[config.mk]
export PLATFORM = sky130hd
export DESIGN_NAME = encoder_negedge_t
export DESIGN_NICKNAME = d
export VERILOG_FILES = /design/src/rtl/counter_pkg.sv /design/src/rtl/encoder_negedge_t.sv
export SDC_FILE = /design/constraint.sdc
export NUM_CORES = 1
export LEC_CHECK = 0
export ABC_AREA = 1
export BUFFER_PORTS_ARGS = -buffer_cell sky130_fd_sc_hd__buf_2
export CAP_MARGIN = 10
export CORE_MARGIN = 10
export CORE_UTILIZATION = 50
export DETAILED_ROUTE_END_ITERATION = 8
export PLACE_DENSITY = 0.78
export SETUP_SLACK_MARGIN = 0.4
export SYNTH_ARGS = -nofsm -noshare
export SYNTH_HDL_FRONTEND = slang
export SYNTH_SLANG_ARGS = --single-unit
[constraint.sdc]
create_clock -name clock -period 1.35 [get_ports clock]
set_clock_uncertainty 0.15 [all_clocks]
set_input_delay 0.27 -clock clock [delete_from_list [all_inputs] [get_ports clock]]
set_output_delay 0.27 -clock clock [all_outputs]
set_load 0.02 [all_outputs]
[src/rtl/counter_pkg.sv]
// Shared types and helpers for the temporal (negedge) counter datapath.
// k_of gives the number of right shifts of max needed to reach a value <= v.
package counter_pkg;

    typedef enum logic {
        IDLE = 1'b0,
        RUN  = 1'b1
    } enc_state_t;

    localparam int VALUE_W = 8;

    function automatic int k_of(int max, int v);
        int s;
        int k;
        s = max;
        k = 0;
        while (s > v) begin
            s = s >> 1;
            k = k + 1;
        end
        return k;
    endfunction

endpackage

[src/rtl/encoder_negedge_t.sv]
// Binary -> temporal negedge encoder: the line stays high for k cycles of an
// epoch, where MAX_VALUE >> k is the largest shifted magnitude <= the value.
module encoder_negedge_t
    import counter_pkg::*;
#(
    parameter int MAX_VALUE = 8,
    parameter int WINDOW    = $clog2(MAX_VALUE) + 2
) (
    input  logic               clock,
    input  logic               reset,
    input  logic               value_valid,
    input  logic [VALUE_W-1:0] value,
    output logic               value_ready,
    output logic               epoch_start,
    output logic               outgoing_line,
    output logic               epoch_done
);

    localparam int CNT_W = ($clog2(WINDOW) > 0) ? $clog2(WINDOW) : 1;
    localparam logic [CNT_W-1:0]   CNT_LAST = CNT_W'(WINDOW - 1);
    localparam logic [VALUE_W-1:0] MAX_V    = VALUE_W'(MAX_VALUE);

    enc_state_t         state_q, state_d;
    logic [VALUE_W-1:0] shadow_q, shadow_d;
    logic [VALUE_W-1:0] value_q, value_d;
    logic [CNT_W-1:0]   cnt_q, cnt_d;
    logic               line_q, line_d;
    logic               start_q, start_d;
    logic               done_q, done_d;

    always_comb begin
        state_d  = state_q;
        shadow_d = shadow_q;
        value_d  = value_q;
        cnt_d    = cnt_q;
        line_d   = line_q;
        start_d  = 1'b0;
        done_d   = 1'b0;

        case (state_q)
            IDLE: begin
                if (value_valid) begin
                    value_d  = value;
                    shadow_d = MAX_V;
                    cnt_d    = '0;
                    state_d  = RUN;
                    start_d  = 1'b1;
                    line_d   = (MAX_V > value);
                end
            end
            RUN: begin
                // Shadow only advances while the line is high, so once it falls it stays low.
                if (line_q) begin
                    shadow_d = shadow_q >> 1;
                    line_d   = ((shadow_q >> 1) > value_q);
                end
                cnt_d = cnt_q + CNT_W'(1);
                if (cnt_q == CNT_LAST) begin
                    state_d = IDLE;
                    done_d  = 1'b1;
                    line_d  = 1'b0;
                end
            end
            default: state_d = IDLE;
        endcase
    end

    always_ff @(posedge clock) begin
        if (reset) begin
            state_q  <= IDLE;
            shadow_q <= MAX_V;
            value_q  <= '0;
            cnt_q    <= '0;
            line_q   <= 1'b0;
            start_q  <= 1'b0;
            done_q   <= 1'b0;
        end else begin
            state_q  <= state_d;
            shadow_q <= shadow_d;
            value_q  <= value_d;
            cnt_q    <= cnt_d;
            line_q   <= line_d;
            start_q  <= start_d;
            done_q   <= done_d;
        end
    end

    assign value_ready   = (state_q == IDLE);
    assign epoch_start   = start_q;
    assign outgoing_line = line_q;
    assign epoch_done    = done_q;

    if (WINDOW < k_of(MAX_VALUE, 0) + 1) begin : g_window_chk
        $error("encoder_negedge_t: WINDOW shorter than max k + 1");
    end

    a_line_monotone: assert property (@(posedge clock) disable iff (reset)
        (state_q == RUN && $past(state_q) == RUN && !$past(line_q)) |-> !line_q);

    a_ready_idle: assert property (@(posedge clock) disable iff (reset)
        value_ready |-> (state_q == IDLE));

endmodule
==> results by group, run 1 <==
Routing
  – DRC: 0
  – Detailed Routing Iterations Pass 1: 4
  – Drt via density: 4.956
  – Final ANT Viol Nets: 0
  – Detailed-route via count: 679
  – Wire per inst: 11.69 um
  – Post-Route WL: 1602 um
  – First DRT Iteration DRCs: 13

GRT
  – Initial antenna violation count: 0
  – Global-route wire length before repair: 2642 um
  – GRT Util Overall: 9.847%
  – GR Overflow Total: 0
  – Vias in the first global route: 638
  – Pin count of the biggest net entering global routing: 10

Power
  – Seq pwr share: 55.0%
  – Cell internal pwr: 765.9 uW
  – PD cells: 1016 nW/um2
  – Max VDD drop: 0.7712 mV
  – P_leak: 0.0004746 uW
  – Clock network fraction of total power: 24.1%
  – Comb pwr share: 20.8%
  – Switching part of the total power: 27.61%
  – Psw: 292.1 uW

Clock tree
  – TritonCTS Buffers: 3
  – Longest Clk Path Bufs: 2
  – Clk root buf: clkbuf_4
  – Clock sinks: 18
  – Cts hold-fix bufs: 0
  – H-tree Lvls: 1
  – CTS tree: yes
  – Worst-skew pair later-pin latency: 0.29 ns
  – Worst-path clk slew: 0.09 ns

STA
  – Unrepaired setup endpoints after global routing: yes
  – Worst slew pin tran: 0.2306 ns
  – Slew Viols, Final: 0
  – Post-layout minimum cycle time: 1.287 ns
  – Slew HR: 84.61%
  – Fmax: 777.1 MHz
  – Setup TNS: 0 ns
  – Final setup fails: 0
  – Final-report hold violation count: 0
  – Final period util: 95.32%

Final layout
  – Sequential cell area: 372.9 um2
  – Synth-to-Final Area Change: 29.60%
  – N_diodes: 0
  – Commonest non-fill, non-tap cell in the layout: nand2_1
  – Share of layout cells above drive strength 1: 42.98%
  – Multi-input logic area: 414.1 um2
  – Final instance area: 1041 um2
  – Layout Nets: 139
  – Filler cells: 125
  – Commonest non-fill, non-tap cells in the layout: nand2_1 (18), inv_1 (10), dfxtp_1 (10), buf_2 (10), nor2_1 (8)

Yosys
  – Register area share after synthesis: 44.86%
  – Syn Inst Count: 100
  – Syn nets: 116
  – Synth Cell Area: 803.3 um2
  – Avg Cell Area, Syn: 8.033 um2
  – #FFs+latches synth: 18
  – Yosys warns: 0
  – Post-synth cell types: 19

Floorplanning
  – Area of the core: 1506 um2
  – Chip Height: 60.08 um
  – Die X: 60.08 um
  – I/O pin total: 15
  – Initial core utilization: 53.32%
  – FP Rows: 14
  – Die area: 3610 um2

Setup path
  – CP Capture Type: output port
  – Crit path max fanout: 2
  – WP depth: 2
  – Slowest stage cell on the critical path: dfxtp_4
  – Reg2reg path depth: 7
  – CP Buf/Inv Count: 2
  – Startpoint types: flip-flop
  – CP delay by family, top: flip-flops
  – Critical path data arrival time: 0.87 ns
  – Largest stage delay on the critical path: 0.37 ns
  – Worst Setup Path Type: flip-flop to output port
  – Worst endpoint required time: 0.93 ns
  – CP cell instances: clkinvlp_4, buf_6

Place
  – Port bufs: 14
  – DP HPWL: 1192 um
  – RePlAce Congestion: 0.7829
  – DP Area: 913.4 um2

Run status
  – Status: complete, no violations

Run
  – Max-cap violation count: 0

Worst hold path
  – Min-Delay Path Class: primary input to flip-flop
  – Hold path depth: 3
-- path summary, 6_finish.rpt --
path,to,start,slack [ns]
worst max-delay path,value_ready,state_q$_SDFF_PP0_,0.06
worst min-delay path,value_q[1]$_SDFFE_PP0P_,value[1],0.03
worst max register to register,outgoing_line$_SDFFE_PP0P_,state_q$_SDFF_PP0_,0.10
worst min register to register,value_q[4]$_SDFFE_PP0P_,value_q[4]$_SDFFE_PP0P_,0.32
-- power groups by stage --
stage	combinational [uW]	sequential, uW	clock, uW
after global routing	248	585	289
after global placement	163	605	0
after floorplan	134	595	0
after detailed placement	167	606	0
final	220	582	255
after CTS	215	582	269
-- Yosys cell counts --
master,count,area share [%]
o21ai_1,5,3.1
o21ai_0,3,1.9
nand3_1,4,2.5
a22o_1,3,3.3
inv_4,2,1.6
buf_6,1,1.4
inv_1,15,7.0
ha_1,5,7.8
dfxtp_1,18,45
nor2_4,1,1.4
a21oi_1,7,4.4
inv_2,1,0.47
nand2_1,20,9.3
nor3_1,1,0.62
nand2_2,2,1.6
nor2_1,9,4.2
nor2_8,1,2.5
nand2_4,1,1.4
nor2_2,1,0.78
-- through the flow --
stage	worst slack, ns	power (uW)	std cells	hold slack (ns)	utilization [%]
final	0.06324	1058	137	0.02826	69.10
after global routing	0.01945	1122	137	0.03312	69.10
after CTS	0.04691	1066	136	0.02116	67.28
after detailed placement	0.1131	773.3	129	0.2985	60.63
after global placement	0.1276	767.6	129	0.2896	60.63
after floorplan	0.1770	729.0	100	0.1891	-
-- state kept, by name, summed over array words and instances (netlist names) --
register and count:
cnt_q 3, epoch_done 1, epoch_start 1, outgoing_line 1
shadow_q 3, state_q 1, value_q 8
-- per-layer routing --
layer  GRT usage [%]  part of all wire, %
met5               0                    0
met2           15.44                   46
met1           10.01                   42
met4           7.692                  3.2
met3           4.237                  8.5
-- worst min-delay path, delay by kind of cell --
| family | cells | cell delay, ns |
|---|---|---|
| buffers and inverters | 1 | 0.08 |
| AOI/OAI and AO/OA | 1 | 0.05 |
| and+or+nand+nor | 1 | 0.04 |
-- kinds of logic (layout without fill, tap and decap cells) --
family | after synthesis | count (layout) | synth area share [%]
flip-flops | 18 | 18 | 44.86
AND/OR/NAND/NOR | 40 | 40 | 24.30
adder cells (fa/ha/maj) | 5 | 5 | 7.788
buffers and inverters | 19 | 40 | 10.43
AO/OA/AOI/OAI | 18 | 18 | 12.62
-- cell type report --
cell class | instances | share of cell area [%]
inverter | 18 | 7.572
timing repair buffer | 19 | 12.74
tap | 16 | 1.923
sequential | 18 | 35.82
multi-input combinational | 63 | 39.78
clock buffer | 3 | 2.163
-- timing repair --
action                                  in CTS  in global routing
pin swaps                                    1                  2
endpoints found under the setup margin      22                 22
buffers inserted                             4                  1
resized for setup                           19                  6
No activity file was read; power rests on OpenSTA's default activity.
==> run 2: changes to the inputs <==
--- a/config.mk
+++ b/config.mk
@@ -8,10 +8,13 @@
 export ABC_AREA = 1
 export BUFFER_PORTS_ARGS = -buffer_cell sky130_fd_sc_hd__buf_2
 export CAP_MARGIN = 10
+export CELL_PAD_IN_SITES_DETAIL_PLACEMENT = 1
+export CELL_PAD_IN_SITES_GLOBAL_PLACEMENT = 2
+export CORE_ASPECT_RATIO = 1.25
 export CORE_MARGIN = 10
-export CORE_UTILIZATION = 50
+export CORE_UTILIZATION = 30
 export DETAILED_ROUTE_END_ITERATION = 8
-export PLACE_DENSITY = 0.78
+export PLACE_DENSITY = 0.8
 export SETUP_SLACK_MARGIN = 0.4
 export SYNTH_ARGS = -nofsm -noshare
 export SYNTH_HDL_FRONTEND = slang
==> results by group, run 2 (synthesis results as in run 1) <==
Floorplanning
  – Area of the core: 2502 um2 (+66%)
  – I/O pin total: 15 (unchanged)
  – Die area: 5160 um2 (+43%)
  – FP Rows: 20 (+6)
  – Die X: 66.28 um (+10%)
  – Initial core utilization: 32.10% (-21 points)
  – Chip Height: 77.86 um (+30%)

STA
  – Slew Viols, Final: 0 (unchanged)
  – Setup TNS: 0 ns (unchanged)
  – Final setup fails: 0 (unchanged)
  – Setup slack after layout: 0.04302 ns (-0.02023 ns)
  – Unrepaired setup endpoints after global routing: yes
  – Slew HR: 84.44% (-0.17 points)
  – Fmax: 765.1 MHz (-1.5%)
  – Final-report hold violation count: 0 (unchanged)
  – Final period util: 96.81% (+1.5 points)
  – Post-layout minimum cycle time: 1.307 ns (+0.02023 ns)
  – Worst slew pin tran: 0.2332 ns (+0.002573 ns)

GRT
  – GRT Util Overall: 8.390% (-1.5 points)
  – Pin count of the biggest net entering global routing: 10 (unchanged)
  – Vias in the first global route: 752 (+18%)
  – Initial antenna violation count: 0 (unchanged)
  – GR Overflow Total: 0 (unchanged)
  – Global-route wire length before repair: 3436 um (+30%)

Final layout
  – Final core utilization: 44.10% (-25 points)
  – Synth-to-Final Area Change: 37.38%
  – Share of layout cells above drive strength 1: 46.72% (+3.7 points)
  – Largest registers: value_q: 8 flops, cnt_q: 3 flops, shadow_q: 3 flops
  – Sequential cell area: 377.9 um2 (+1.3%)
  – Layout Nets: 140 (+0.72%)
  – Multi-input logic area: 439.2 um2 (+6.0%)
  – Commonest non-fill, non-tap cells in the layout: nand2_1 (18), inv_1 (10), buf_2 (10)
  – Filler cells: 317 (+150%)
  – N_diodes: 0 (unchanged)
  – Largest Register: value_q
  – Max reg flops: 8 (unchanged)
  – Final instance area: 1104 um2 (+6.0%)
  – Commonest non-fill, non-tap cell in the layout: nand2_1
  – Finished Layout Cells: 155 (+13%)

Power
  – Psw: 321.0 uW (+9.9%)
  – P_leak: 0.0004894 uW (+3.1%)
  – Clock network fraction of total power: 24.4% (+0.3 points)
  – PD cells: 994.6 nW/um2 (-2.1%)
  – Max VDD drop: 0.4441 mV (-42%)
  – Seq pwr share: 53.2% (-1.8 points)
  – Switching part of the total power: 29.25% (+1.6 points)
  – Comb pwr share: 22.4% (+1.6 points)
  – Cell internal pwr: 776.6 uW (+1.4%)

Setup path
  – Startpoint types: flip-flop
  – CP Capture Type: output port
  – Critical path data arrival time: 0.89 ns (+0.02 ns)
  – Slowest stage cell on the critical path: dfxtp_4
  – CP cell instances: clkinvlp_4, buf_6
  – Worst Setup Path Type: flip-flop to output port
  – Worst endpoint required time: 0.93 ns (about the same)
  – Crit path max fanout: 2 (unchanged)
  – Largest stage delay on the critical path: 0.38 ns (about the same)

Worst hold path
  – Min-Delay Path Class: primary input to flip-flop

Routing
  – Final ANT Viol Nets: 0 (unchanged)
  – DRC: 0 (unchanged)
  – First DRT Iteration DRCs: 24 (+11)
  – Drt via density: 4.484 (-9.5%)
  – Detailed-route via count: 695 (+2.4%)
  – Detailed Routing Iterations Pass 1: 4 (unchanged)
  – Wire per inst: 13.59 um (+16%)
  – Post-Route WL: 2107 um (+32%)

Clock tree
  – H-tree Lvls: 1 (unchanged)
  – TritonCTS Buffers: 3 (unchanged)
  – Worst-skew pair later-pin latency: 0.29 ns (about the same)
  – Cts hold-fix bufs: 0 (unchanged)
  – Clock sinks: 18 (unchanged)
  – CTS tree: yes
  – Longest Clk Path Bufs: 2 (unchanged)
  – Clk root buf: clkbuf_4
  – Worst-path clk slew: 0.10 ns (about the same)

Run status
  – Status: complete, no violations

Place
  – DP HPWL: 1511 um (+27%)
  – DP Area: 934.6 um2 (+2.3%)
  – Port bufs: 14 (unchanged)
  – Placed Cells: 146 (+13%)
  – Dpl ws: 0.07724 ns (-0.03584 ns)
  – RePlAce Congestion: 0.7015 (-10%)

Run
  – Max-cap violation count: 0 (unchanged)
## run 2: final timing paths
check | start | endpoint | cells after the start | slack [ns]
worst max-delay path | state_q$_SDFF_PP0_ | value_ready | 2 | 0.04
worst min-delay path | value[2] | value_q[2]$_SDFFE_PP0P_ | 3 | 0.03
worst max register to register | state_q$_SDFF_PP0_ | outgoing_line$_SDFFE_PP0P_ | 7 | 0.08
worst min register to register | value_q[4]$_SDFFE_PP0P_ | value_q[4]$_SDFFE_PP0P_ | 2 | 0.32
## run 2: timing repair
item                       CTS  global route
gates cloned                 0             0
buffers inserted             4             2
pin swaps                    5             2
setup endpoints to repair   22            22
resized for setup           25             8
## run 2: layout make-up
cell class                      instances  share of cell area (%)
Inverter                               18                   7.143
Tap cell                               33                   3.741
Clock buffer                            3                   2.041
Sequential cell                        18                   34.24
Multi-Input combinational cell         63                   39.80
Timing Repair Buffer                   20                   13.04
## run 2: stage by stage
| step | total power [uW] | hold slack [ns] |
|---|---|---|
| after floorplan | 729.0 | 0.1891 |
| after global placement | 774.3 | 0.2845 |
| after detailed placement | 782.6 | 0.3080 |
| after CTS | 1106 | 0.01869 |
| after global routing | 1177 | 0.04024 |
| final | 1098 | 0.02823 |
## run 2: layer usage
layer | up-vias | global-route usage (%) | wire, um | part of all wire, %
li1 | 358 | - | - | -
met1 | 320 | 8.949 | 889 | 42
met2 | 13 | 13.92 | 1060 | 50
met3 | 4 | 2.874 | 114 | 5.4
met4 | 0 | 4.622 | 42 | 2.0
met5 | - | 0 | 0 | 0
## run 2: critical path: cells and delay by family, from the launching register on
family	cells	cell delay [ns]
buf+inv	2	0.21
flops	1	0.38
## run 2: power by group through the flow
stage	Combinational (uW)	Clock [uW]	Sequential [uW]
after floorplan	134	0	595
after global placement	169	0	606
after detailed placement	175	0	607
after CTS	231	292	583
after global routing	276	314	588
final	246	268	584
==> run 3: changes to the inputs <==
--- a/config.mk
+++ b/config.mk
@@ -8,13 +8,10 @@
 export ABC_AREA = 1
 export BUFFER_PORTS_ARGS = -buffer_cell sky130_fd_sc_hd__buf_2
 export CAP_MARGIN = 10
-export CELL_PAD_IN_SITES_DETAIL_PLACEMENT = 1
-export CELL_PAD_IN_SITES_GLOBAL_PLACEMENT = 2
-export CORE_ASPECT_RATIO = 1.25
 export CORE_MARGIN = 10
-export CORE_UTILIZATION = 30
+export CORE_UTILIZATION = 50
 export DETAILED_ROUTE_END_ITERATION = 8
-export PLACE_DENSITY = 0.8
+export PLACE_DENSITY = 0.78
 export SETUP_SLACK_MARGIN = 0.4
 export SYNTH_ARGS = -nofsm -noshare
 export SYNTH_HDL_FRONTEND = slang
==> constraint.sdc (replaced) <==
create_clock -name clock -period 1.3 [get_ports clock]
set_clock_uncertainty 0.15 [all_clocks]
set_input_delay 0.26 -clock clock [delete_from_list [all_inputs] [get_ports clock]]
set_output_delay 0.26 -clock clock [all_outputs]
set_load 0.02 [all_outputs]
==> results by group, run 3 (synthesis results as in run 1) <==
Run status
  – Status: complete, but fails checks
  – Violated checks: negative setup slack

Final layout
  – Largest registers: value_q: 8 flops, cnt_q: 3 flops, shadow_q: 3 flops
  – N_diodes: 0 (unchanged)
  – Synth-to-Final Area Change: 40.65%
  – Max reg flops: 8 (unchanged)
  – Share of layout cells above drive strength 1: 53.66% (+6.9 points)
  – Final instance area: 1130 um2 (+2.4%)
  – Largest Register: value_q
  – Layout Nets: 140 (unchanged)
  – Commonest non-fill, non-tap cell in the layout: nand2_1
  – Commonest non-fill, non-tap cells in the layout: nand2_1 (16), dfxtp_2 (10), buf_2 (10)

STA
  – Slew Viols, Final: 0 (unchanged)
  – Setup slack after layout: -0.007398 ns (-0.05041 ns)
  – Final period util: 100.6%
  – Unrepaired setup endpoints after global routing: yes
  – Worst slew pin tran: 0.2597 ns (+0.02656 ns)
  – Fmax: 764.9 MHz
  – Final-report hold violation count: 0 (unchanged)
  – Post-layout minimum cycle time: 1.307 ns
  – Final setup fails: 1 (+1)
  – Setup TNS: -0.007398 ns (-0.007398 ns)
  – Slew HR: 82.67% (-1.8 points)

Clock tree
  – Worst-path clk slew: 0.10 ns (about the same)
  – TritonCTS Buffers: 3 (unchanged)
  – Clock sinks: 18 (unchanged)
  – Longest Clk Path Bufs: 2 (unchanged)
  – CTS tree: yes
  – Worst-skew pair later-pin latency: 0.29 ns (about the same)
  – Clk root buf: clkbuf_4
  – H-tree Lvls: 1 (unchanged)

Setup path
  – CP cell instances: clkinvlp_4, buf_6
  – Reg2Reg Setup Slack: 0.06 ns (-0.02 ns)
  – Slowest stage cell on the critical path: dfxtp_4
  – Critical path data arrival time: 0.90 ns (about the same)
  – R2R Path Start: state_q$_SDFF_PP0_
  – Startpoint types: flip-flop
  – Crit path max fanout: 2 (unchanged)
  – Reg2Reg Capture Point: outgoing_line$_SDFFE_PP0P_
  – Worst endpoint required time: 0.89 ns (-0.04 ns)
  – Largest stage delay on the critical path: 0.39 ns (about the same)
  – Worst Setup Path Type: flip-flop to output port
  – CP Capture Type: output port
  – Reg2reg path depth: 7 (unchanged)

Routing
  – Detailed-route via count: 732 (+5.3%)
  – DRC: 0 (unchanged)
  – Final ANT Viol Nets: 0 (unchanged)
  – Top sig layer: met4
  – Post-Route WL: 1866 um (-11%)
  – Met3 wire length: 145 um (+27%)
  – M1 WL: 747 um (-16%)
  – Detailed Routing Iterations Pass 1: 4 (unchanged)
  – First DRT Iteration DRCs: 19 (-21%)
  – Met2 wire len: 947 um (-11%)
  – Wire per inst: 13.42 um (-1.2%)
  – Drt via density: 5.266 (+17%)

GRT
  – Pin count of the biggest net entering global routing: 11 (+1)
  – Vias in the first global route: 685 (-8.9%)
  – GRT Util Overall: 10.47% (+2.1 points)
  – Global-route wire length before repair: 2898 um (-16%)
  – Initial antenna violation count: 0 (unchanged)
  – GR Overflow Total: 0 (unchanged)

Power
  – Max VDD drop: 0.8472 mV (+91%)
  – Clock network fraction of total power: 28.0% (+3.6 points)
  – Switching part of the total power: 28.02% (-1.2 points)
  – P_leak: 0.0005029 uW (+2.8%)
  – PD cells: 1085 nW/um2 (+9.1%)
  – Pwr Total: 1226 uW (+12%)
  – Comb pwr share: 21.9% (-0.5 points)
  – Seq pwr share: 50.2% (-3.0 points)
  – Psw: 343.5 uW (+7.0%)
  – Cell internal pwr: 882.5 uW (+14%)

Floorplanning
  – Die X: 60.08 um (-9.4%)
  – Die area: 3610 um2 (-30%)
  – FP Rows: 14 (-30%)
  – Chip Height: 60.08 um (-23%)
  – Area of the core: 1506 um2 (-40%)
  – Initial core utilization: 53.32% (+21 points)
  – I/O pin total: 15 (unchanged)

Worst hold path
  – Worst hold path endpoint: value_q[1]$_SDFFE_PP0P_
  – Min-delay src: value[1]
  – Min-Delay Path Class: primary input to flip-flop
  – Hold path depth: 3 (unchanged)

Place
  – Dpl ws: 0.05887 ns (-0.01836 ns)
  – DP HPWL: 1276 um (-16%)
  – DP Area: 944.7 um2 (+1.1%)
  – Port bufs: 14 (unchanged)
  – RePlAce Congestion: 0.7771 (+11%)

Run
  – Max-cap violation count: 0 (unchanged)
==> run 3: repair_timing <==
action	4_1_cts	5_1_grt
hold buffers	0	0
setup endpoints to repair	22	22
hold endpoints to repair	0	0
pin swaps	4	7
gates resized for setup	17	19
buffers inserted	4	1
==> run 3: power groups by stage <==
stage	combinational [uW]	sequential, uW	clock, uW
after floorplan	152	620	0
after global placement	189	628	0
after detailed placement	194	629	0
after CTS	242	608	346
after global routing	299	619	383
final	268	615	343
==> run 3: worst max-delay path, delay by kind of cell, from the launching register on <==
kind     cells  cell delay, ns
buf+inv      2            0.22
flops        1            0.39
==> run 3: worst max path at each step <==
stage	start	endpoint	slack (ns)
after detailed placement	value_q[1]$_SDFFE_PP0P_	outgoing_line$_SDFFE_PP0P_	0.06
after global routing	state_q$_SDFF_PP0_	value_ready	-0.05
after global placement	shadow_q[1]$_SDFFE_PP0P_	outgoing_line$_SDFFE_PP0P_	0.08
after floorplan	value_q[1]$_SDFFE_PP0P_	outgoing_line$_SDFFE_PP0P_	0.13
after CTS	state_q$_SDFF_PP0_	value_ready	0.003
final	state_q$_SDFF_PP0_	value_ready	-0.007
==> run 3: layout make-up <==
| type | instances | area [um2] |
|---|---|---|
| Clock buffer | 4 | 36.28 |
| Fill cell | 118 | 376.6 |
| Inverter | 18 | 78.83 |
| Multi-Input combinational cell | 63 | 466.7 |
| Sequential cell | 18 | 380.4 |
| Tap cell | 16 | 20.02 |
| Timing Repair Buffer | 20 | 147.6 |
==> run 3: through the flow <==
step	util, %	cells	hold WS, ns
2_1_floorplan	-	100	0.1750
3_3_place_gp	62.71	130	0.2937
3_5_place_dp	62.71	130	0.3038
4_1_cts	70.27	138	0.01788
5_1_grt	75.00	139	0.02260
6_report	75.00	139	0.03011
==> run 3: routing by layer <==
layer,vias up,global-route usage (%)
li1,363,-
met1,346,10.92
met2,17,16.76
met3,6,5.297
met4,0,5.449
met5,-,0
